[config.mk]
export PLATFORM = sky130hd
export DESIGN_NAME = pov_digit_renderer
export DESIGN_NICKNAME = d
export VERILOG_FILES = /design/src/rtl/pov_pkg.sv /design/src/rtl/pov_font_rom.sv /design/src/rtl/pov_digit_renderer.sv
export SDC_FILE = /design/constraint.sdc
export NUM_CORES = 1
export LEC_CHECK = 0
export BUFFER_PORTS_ARGS = -buffer_cell sky130_fd_sc_hd__buf_2
export CORE_MARGIN = 5
export CORE_UTILIZATION = 37
export CTS_CLUSTER_SIZE = 16
export DETAILED_ROUTE_END_ITERATION = 6
export GPL_ROUTABILITY_DRIVEN = 0
export PLACE_DENSITY = 0.59
export SLEW_MARGIN = 20
export SYNTH_ARGS = -nofsm -noshare
export SYNTH_HDL_FRONTEND = slang
export SYNTH_SLANG_ARGS = --single-unit
[constraint.sdc]
create_clock -name board_clk -period 6.9 [get_ports board_clk]
set_input_delay 2.07 -clock board_clk [delete_from_list [all_inputs] [get_ports board_clk]]
set_output_delay 2.07 -clock board_clk [all_outputs]
set_load 0.01 [all_outputs]
[src/rtl/pov_pkg.sv]
// Shared definitions for the POV clock digit renderer.
// Glyph code constants, font geometry and the renderer FSM encoding.
package pov_pkg;

    localparam int FONT_COLS = 5;
    localparam int LED_ROWS  = 7;
    localparam int CODE_W    = 5;

    localparam logic [CODE_W-1:0] CODE_COLON = 5'd10;
    localparam logic [CODE_W-1:0] CODE_BLANK = 5'd11;

    typedef enum logic [1:0] {
        IDLE,
        FRONT,
        GLYPH,
        GAP
    } pov_state_t;

endpackage

[src/rtl/pov_font_rom.sv]
// 5x7 column font for numerals and colon; bit 0 is the top row.
// Codes above the colon, and columns past the glyph width, read as blank.
module pov_font_rom
    import pov_pkg::*;
(
    input  logic [CODE_W-1:0]   code,
    input  logic [2:0]          col,
    output logic [LED_ROWS-1:0] column
);

    logic [0:FONT_COLS-1][LED_ROWS-1:0] glyph;

    // Select the glyph by code, then pick one of its columns
    always_comb begin
        glyph = '0;
        case (code)
            5'd0:       glyph = {7'h3E, 7'h51, 7'h49, 7'h45, 7'h3E};
            5'd1:       glyph = {7'h00, 7'h42, 7'h7F, 7'h40, 7'h00};
            5'd2:       glyph = {7'h42, 7'h61, 7'h51, 7'h49, 7'h46};
            5'd3:       glyph = {7'h21, 7'h41, 7'h45, 7'h4B, 7'h31};
            5'd4:       glyph = {7'h18, 7'h14, 7'h12, 7'h7F, 7'h10};
            5'd5:       glyph = {7'h27, 7'h45, 7'h45, 7'h45, 7'h39};
            5'd6:       glyph = {7'h3C, 7'h4A, 7'h49, 7'h49, 7'h30};
            5'd7:       glyph = {7'h01, 7'h71, 7'h09, 7'h05, 7'h03};
            5'd8:       glyph = {7'h36, 7'h49, 7'h49, 7'h49, 7'h36};
            5'd9:       glyph = {7'h06, 7'h49, 7'h49, 7'h29, 7'h1E};
            CODE_COLON: glyph = {7'h00, 7'h36, 7'h36, 7'h00, 7'h00};
            default:    glyph = '0;
        endcase
        column = '0;
        if (col < 3'(FONT_COLS)) begin
            column = glyph[col];
        end
    end

endmodule

[src/rtl/pov_digit_renderer.sv]
// Renders a snapshot of glyph codes as a timed LED column sequence.
// Optional POV_RETRIGGER_EN: trigger while busy restarts the frame.
module pov_digit_renderer
    import pov_pkg::*;
#(
    parameter int NUM_DIGITS     = 6,
    parameter int CLKS_PER_PIXEL = 20000000,
    parameter int FRONT_PAD      = 10,
    parameter int DIGIT_PAD      = 2
) (
    input  logic                         board_clk,
    input  logic                         Reset,
    input  logic                         trigger,
    input  logic [NUM_DIGITS*CODE_W-1:0] digits,
    output logic [LED_ROWS-1:0]          leds,
    output logic                         busy,
    output logic                         frame_done
);

    localparam int PIX_W   = (CLKS_PER_PIXEL > 1) ? $clog2(CLKS_PER_PIXEL) : 1;
    localparam int DIG_W   = (NUM_DIGITS > 1) ? $clog2(NUM_DIGITS) : 1;
    localparam int PAD_MAX = (FRONT_PAD > DIGIT_PAD) ? FRONT_PAD : DIGIT_PAD;
    localparam int PAD_W   = (PAD_MAX > 1) ? $clog2(PAD_MAX) : 1;

    localparam logic [PIX_W-1:0] PIX_LAST   = PIX_W'(CLKS_PER_PIXEL - 1);
    localparam logic [DIG_W-1:0] DIG_LAST   = DIG_W'(NUM_DIGITS - 1);
    localparam logic [PAD_W-1:0] FRONT_LAST = PAD_W'((FRONT_PAD > 0) ? FRONT_PAD - 1 : 0);
    localparam logic [PAD_W-1:0] GAP_LAST   = PAD_W'((DIGIT_PAD > 0) ? DIGIT_PAD - 1 : 0);
    localparam logic [2:0]       COL_LAST   = 3'(FONT_COLS - 1);

    pov_state_t                  state;
    logic [NUM_DIGITS*CODE_W-1:0] snap;
    logic [DIG_W-1:0]            digit_idx;
    logic [2:0]                  col_idx;
    logic [PIX_W-1:0]            pix_cnt;
    logic [PAD_W-1:0]            pad_cnt;
    logic                        pix_tick;
    logic                        accept;

    logic [NUM_DIGITS*CODE_W-1:0] rom_src;
    logic [DIG_W-1:0]            rom_dig;
    logic [2:0]                  rom_col;
    logic [CODE_W-1:0]           rom_code;
    logic [LED_ROWS-1:0]         rom_out;

    assign pix_tick = (pix_cnt == PIX_LAST);

`ifdef POV_RETRIGGER_EN
    assign accept = trigger;
`else
    assign accept = trigger && (state == IDLE);
`endif

    // Point the font lookup at the column that becomes visible next
    always_comb begin
        rom_src = snap;
        rom_dig = digit_idx;
        rom_col = col_idx + 3'd1;
        if (accept) begin
            rom_src = digits;
            rom_dig = '0;
            rom_col = '0;
        end else if (state != GLYPH || col_idx == COL_LAST) begin
            rom_col = '0;
            if (state != FRONT) begin
                rom_dig = digit_idx + 1'b1;
            end
        end
    end

    // Extract the selected slot's code; out-of-range slots read blank
    always_comb begin
        rom_code = CODE_BLANK;
        for (int i = 0; i < NUM_DIGITS; i++) begin
            if (rom_dig == DIG_W'(i)) begin
                rom_code = rom_src[CODE_W*i +: CODE_W];
            end
        end
    end

    pov_font_rom u_font (
        .code   (rom_code),
        .col    (rom_col),
        .column (rom_out)
    );

    // Frame sequencer with registered column, busy and done outputs
    always_ff @(posedge board_clk or posedge Reset) begin
        if (Reset) begin
            state      <= IDLE;
            snap       <= '0;
            digit_idx  <= '0;
            col_idx    <= '0;
            pix_cnt    <= '0;
            pad_cnt    <= '0;
            leds       <= '0;
            busy       <= 1'b0;
            frame_done <= 1'b0;
        end else begin
            frame_done <= 1'b0;
            if (accept) begin
                snap      <= digits;
                digit_idx <= '0;
                col_idx   <= '0;
                pix_cnt   <= '0;
                pad_cnt   <= '0;
                busy      <= 1'b1;
                if (FRONT_PAD == 0) begin
                    state <= GLYPH;
                    leds  <= rom_out;
                end else begin
                    state <= FRONT;
                    leds  <= '0;
                end
            end else if (state == IDLE) begin
                leds <= '0;
                busy <= 1'b0;
            end else begin
                pix_cnt <= pix_tick ? '0 : pix_cnt + 1'b1;
                if (pix_tick) begin
                    case (state)
                        FRONT: begin
                            if (pad_cnt == FRONT_LAST) begin
                                pad_cnt <= '0;
                                state   <= GLYPH;
                                leds    <= rom_out;
                            end else begin
                                pad_cnt <= pad_cnt + 1'b1;
                            end
                        end
                        GLYPH: begin
                            if (col_idx == COL_LAST) begin
                                col_idx <= '0;
                                if (digit_idx == DIG_LAST) begin
                                    state      <= IDLE;
                                    busy       <= 1'b0;
                                    leds       <= '0;
                                    frame_done <= 1'b1;
                                end else if (DIGIT_PAD == 0) begin
                                    digit_idx <= digit_idx + 1'b1;
                                    leds      <= rom_out;
                                end else begin
                                    state <= GAP;
                                    leds  <= '0;
                                end
                            end else begin
                                col_idx <= col_idx + 3'd1;
                                leds    <= rom_out;
                            end
                        end
                        GAP: begin
                            if (pad_cnt == GAP_LAST) begin
                                pad_cnt   <= '0;
                                digit_idx <= digit_idx + 1'b1;
                                state     <= GLYPH;
                                leds      <= rom_out;
                            end else begin
                                pad_cnt <= pad_cnt + 1'b1;
                            end
                        end
                        default: begin
                            state <= IDLE;
                            leds  <= '0;
                        end
                    endcase
                end
            end
        end
    end

endmodule
==> flow_summary_export.csv <==
group,metric,value,unit
outcome,status,"completed",
detailed_routing,routedWlPerCell,14.88,um
logic_synthesis,synth_edf_count,0,
cells_and_area,antennaDiodeCount,0,
floorplanning,core,13090,sq um
worst_hold_path,holdCritStartpoint,"leds[1]",
logic_synthesis,synth.distinct_cells,75,
clock_network,cts.sink_count,76,
cells_and_area,final_cells,796,
pwr,p_leak,2.505,nW
worst_setup_path,cpLargestDelayFamily,"compound AO/OA/AOI/OAI gates",
timing,fin_skew,0.007341,ns
worst_setup_path,max_stage_delay,0.71,ns
timing,slew_headroom,39.84,%
clock_network,post_cts_resized,0,
placed_design,port_buffers,41,
grt,grt_pass1_wl,20.27,mm
detailed_routing,route.vias.total,4276,
cells_and_area,fin_nets,663,
worst_setup_path,crit_path_cell_trace,"buf_2 > or3b_1 > and2_4 > mux2_2 > o211ai_1 > o311a_1 > ha_1 > inv_1 > a21oi_1 > a221oi_1 > o31ai_1",
worst_setup_path,crit_path_top_delay_cell,"o311a_1",
timing,drv_slew,0,
cells_and_area,stdcell_area,5544,sq um
floorplanning,die-area,15640,sq um
timing,fin_crit_sh,75.19,%
placed_design,dp_cells,780,
logic_synthesis,yosys-top-cells-area,"dfrtp_1 (39%), nand2_1 (11%), o21ai_0 (4.7%), ha_1 (3.8%), nor2_1 (3.4%)",
worst_setup_path,crit_required,7.14,ns
worst_setup_path,arrival,5.43,ns
timing,worstMarginPinSlew,0.9024,ns
clock_network,cts_tree,"yes",
worst_hold_path,hold_end,"leds[1]",
logic_synthesis,synth.largest_area_cell,"dfrtp_1",
pwr,seq_power_share,26.8,%
grt,first_global_vias,4151,
grt,grt_max_degree,77,
floorplanning,die_x,125.0,um
clock_network,ctsRootBufferMaster,"clkbuf_16",
timing,layout_min_cycle_time,5.188,ns
placed_design,dp_hpwl,8.445,mm
pwr,p_switching,1.107,mW
worst_hold_path,min_path_cells,2,
pwr,ir_drop,0.1820,mV
worst_setup_path,path_class,"input port to flop",
worst_hold_path,min_path_type,"flop to flop",
worst_setup_path,startpoint_type,"input port",
floorplanning,rows,42,
pwr,powerDensity,453.1,nW/um^2
pwr,power_frac_comb,51.7,%
detailed_routing,wl,11.85,mm
timing,hold_viol,0,
detailed_routing,drtIter0Drc,271,
floorplanning,die_h,125.0,um
detailed_routing,ant_nets,0,
cells_and_area,drive_above_1_share,14.19,%
worst_setup_path,path_buf_inv,2,
detailed_routing,drt-pass1-iter-count,5,
worst_setup_path,end_kind,"flop",
logic_synthesis,synth_top_area_share,38.83,%
clock_network,clockBufferDepth,2,
clock_network,cts_inserted_buffers,9,
grt,grt_remaining_overflow,0,
detailed_routing,remaining_drc_errors,0,
clock_network,worst_skew_pair.late_latency,0.34,ns
timing,clock.fmax,192.7,MHz
detailed_routing,avgViaCountPerCell,5.372,
flow_run,maxCapViolCount,0,
worst_setup_path,worstRegToRegCells,14,
grt,antenna_found_initial,0,
grt,track_usage,15.48,%
worst_setup_path,r2r_end,"leds[2]",
logic_synthesis,ys_warn_count,0,
logic_synthesis,ys_seq_area_share,38.83,%
cells_and_area,syn_to_final_growth,13.21,%
logic_synthesis,netlist_area,4897,sq um
logic_synthesis,synthArstFlopShare,100.0,%
worst_setup_path,reg2reg_slack,2.41,ns
clock_network,cts_setup_buffers,0,
logic_synthesis,synth_area_per_cell,8.300,sq um
floorplanning,io_pins,42,
clock_network,path_clk_slew,0.06,ns
pwr,clkPwrFrac,21.5,%
pwr,p_sw_share,44.08,%
logic_synthesis,synth-seq-cells,76,
clock_network,cts.htree.levels,3,
pwr,power,2.512,mW
clock_network,hold_buffers,0,
logic_synthesis,syn-num-nets,638,
timing,rsz0062_at_grt,"false",
timing,tns,0,ns
pwr,internal_power,1.405,mW
logic_synthesis,synthFlopType,"dfrtp_1",
timing,setup_viol,0,
floorplanning,initial_utilization,37.43,%
worst_setup_path,cp_max_fo,20,
logic_synthesis,syn_inst,590,
worst_setup_path,crit-reg2reg-launch,"col_idx[0]",
placed_design,place_area,5200,sq um
[cell usage in the layout, fill, tap and decap left out, types with 5 or more instances in the layout]
master / count
xnor2_1: 7
o21ai_0: 46
o211ai_1: 10
a31oi_1: 5
nor2_1: 45
nand3_1: 18
nor3_1: 11
and3_1: 7
nand4_1: 7
mux2i_1: 15
xor2_1: 11
ha_1: 15
nand2_1: 137
a21oi_1: 19
dfrtp_1: 76
or3_1: 8
inv_1: 19
o31ai_1: 11
clkbuf_16: 9
nor2b_1: 5
buf_2: 41
[worst max path at each step]
stage               startpoint       to  depth (start not counted)
floorplan              trigger  leds[1]                         14
global placement       trigger  leds[6]                         11
detailed placement     trigger  leds[6]                         11
CTS                    trigger  leds[6]                         11
global route           trigger  leds[2]                         14
finish                 trigger  leds[6]                         11
[synthesized netlist by cell type, types with 2 or more instances]
| cell type | number |
|---|---|
| inv_1 | 20 |
| a21oi_1 | 19 |
| mux2_2 | 4 |
| nor4bb_1 | 2 |
| nor2b_1 | 5 |
| a31o_2 | 2 |
| clkinv_1 | 2 |
| o21ai_0 | 46 |
| a32o_1 | 2 |
| o221ai_1 | 2 |
| a22oi_1 | 3 |
| nand4_1 | 7 |
| mux2i_1 | 15 |
| buf_4 | 4 |
| nand4b_1 | 2 |
| o21ai_1 | 3 |
| buf_6 | 3 |
| nand2_1 | 137 |
| xor2_1 | 11 |
| nand3b_1 | 3 |
| o31ai_1 | 11 |
| or3_1 | 8 |
| clkbuf_1 | 15 |
| a311oi_1 | 2 |
| o21a_1 | 3 |
| buf_2 | 5 |
| o311a_1 | 2 |
| xnor2_1 | 7 |
| or2_2 | 3 |
| a22o_1 | 2 |
| and3_1 | 7 |
| and2_1 | 4 |
| a211oi_1 | 3 |
| ha_1 | 15 |
| a221oi_1 | 3 |
| nor2_1 | 45 |
| nor3_1 | 11 |
| o22ai_1 | 3 |
| dfrtp_1 | 76 |
| buf_1 | 4 |
| nor3b_2 | 2 |
| nand3_1 | 18 |
| o2111ai_1 | 4 |
| o211ai_1 | 10 |
| a31oi_1 | 5 |
[cell families after synthesis]
family	count (synthesis)	synth area share, %
simple gates	262	24.35
compound gates	143	19.93
flops	76	38.83
buf+inv	54	5.033
mux	22	4.803
xor+xnor	18	3.219
fa+ha+maj	15	3.832
[per-layer routing]
| metal | vias to the layer above | track usage, % | share of wire (%) |
|---|---|---|---|
| met5 | - | 0 | 0 |
| met4 | 0 | 5.995 | 2.2 |
| met1 | 2019 | 21.38 | 47 |
| met3 | 20 | 2.985 | 4.4 |
| li1 | 2128 | - | - |
| met2 | 109 | 24.07 | 46 |
[worst reg2reg max path, cell delays in order, from the launching register on]
cell       delay [ns]
dfrtp_1          0.48
clkinv_1         0.33
ha_1             0.40
a21boi_4         0.30
a21o_1           0.25
mux2i_2          0.54
o21ai_0          0.17
o2bb2ai_1        0.21
o21ai_2          0.42
inv_1            0.16
ha_1             0.42
nand2_1          0.10
a31oi_1          0.11
a2111oi_2        0.37
o31ai_1          0.12
[power groups by stage]
| stage | logic (mW) | registers, mW | clock network, mW |
|---|---|---|---|
| floorplan | 1.06 | 0.641 | 0 |
| global placement | 1.27 | 0.676 | 0 |
| detailed placement | 1.27 | 0.680 | 0 |
| CTS | 1.28 | 0.674 | 0.553 |
| global route | 1.43 | 0.692 | 0.577 |
| finish | 1.30 | 0.674 | 0.540 |
[registers in the layout (all words and copies together), names as in the netlist]
| name | cells |
|---|---|
| digit_idx | 3 |
| busy | 1 |
| snap | 30 |
| state | 2 |
| frame_done | 1 |
| leds | 7 |
| pix_cnt | 25 |
| col_idx | 3 |
| pad_cnt | 4 |
[through the flow]
stage,hold WS [ns],utilization (%),worst slack [ns]
after global placement,0.4579,39.74,1.413
after CTS,0.4748,42.34,1.736
final,0.4755,42.37,1.712
after detailed placement,0.4577,39.74,1.409
after global routing,0.4912,42.37,1.509
after floorplan,0.4334,-,2.176
[area by class of cell]
cell class | instances | area, sq um
sequential | 76 | 1902
clock buffer | 10 | 229.0
fill | 1320 | 7541
inverter | 23 | 87.58
tap | 176 | 220.2
clock inverter | 6 | 111.4
timing repair buffer | 45 | 239.0
multi-input combinational | 460 | 2755
(Power assumes the default switching activity.)
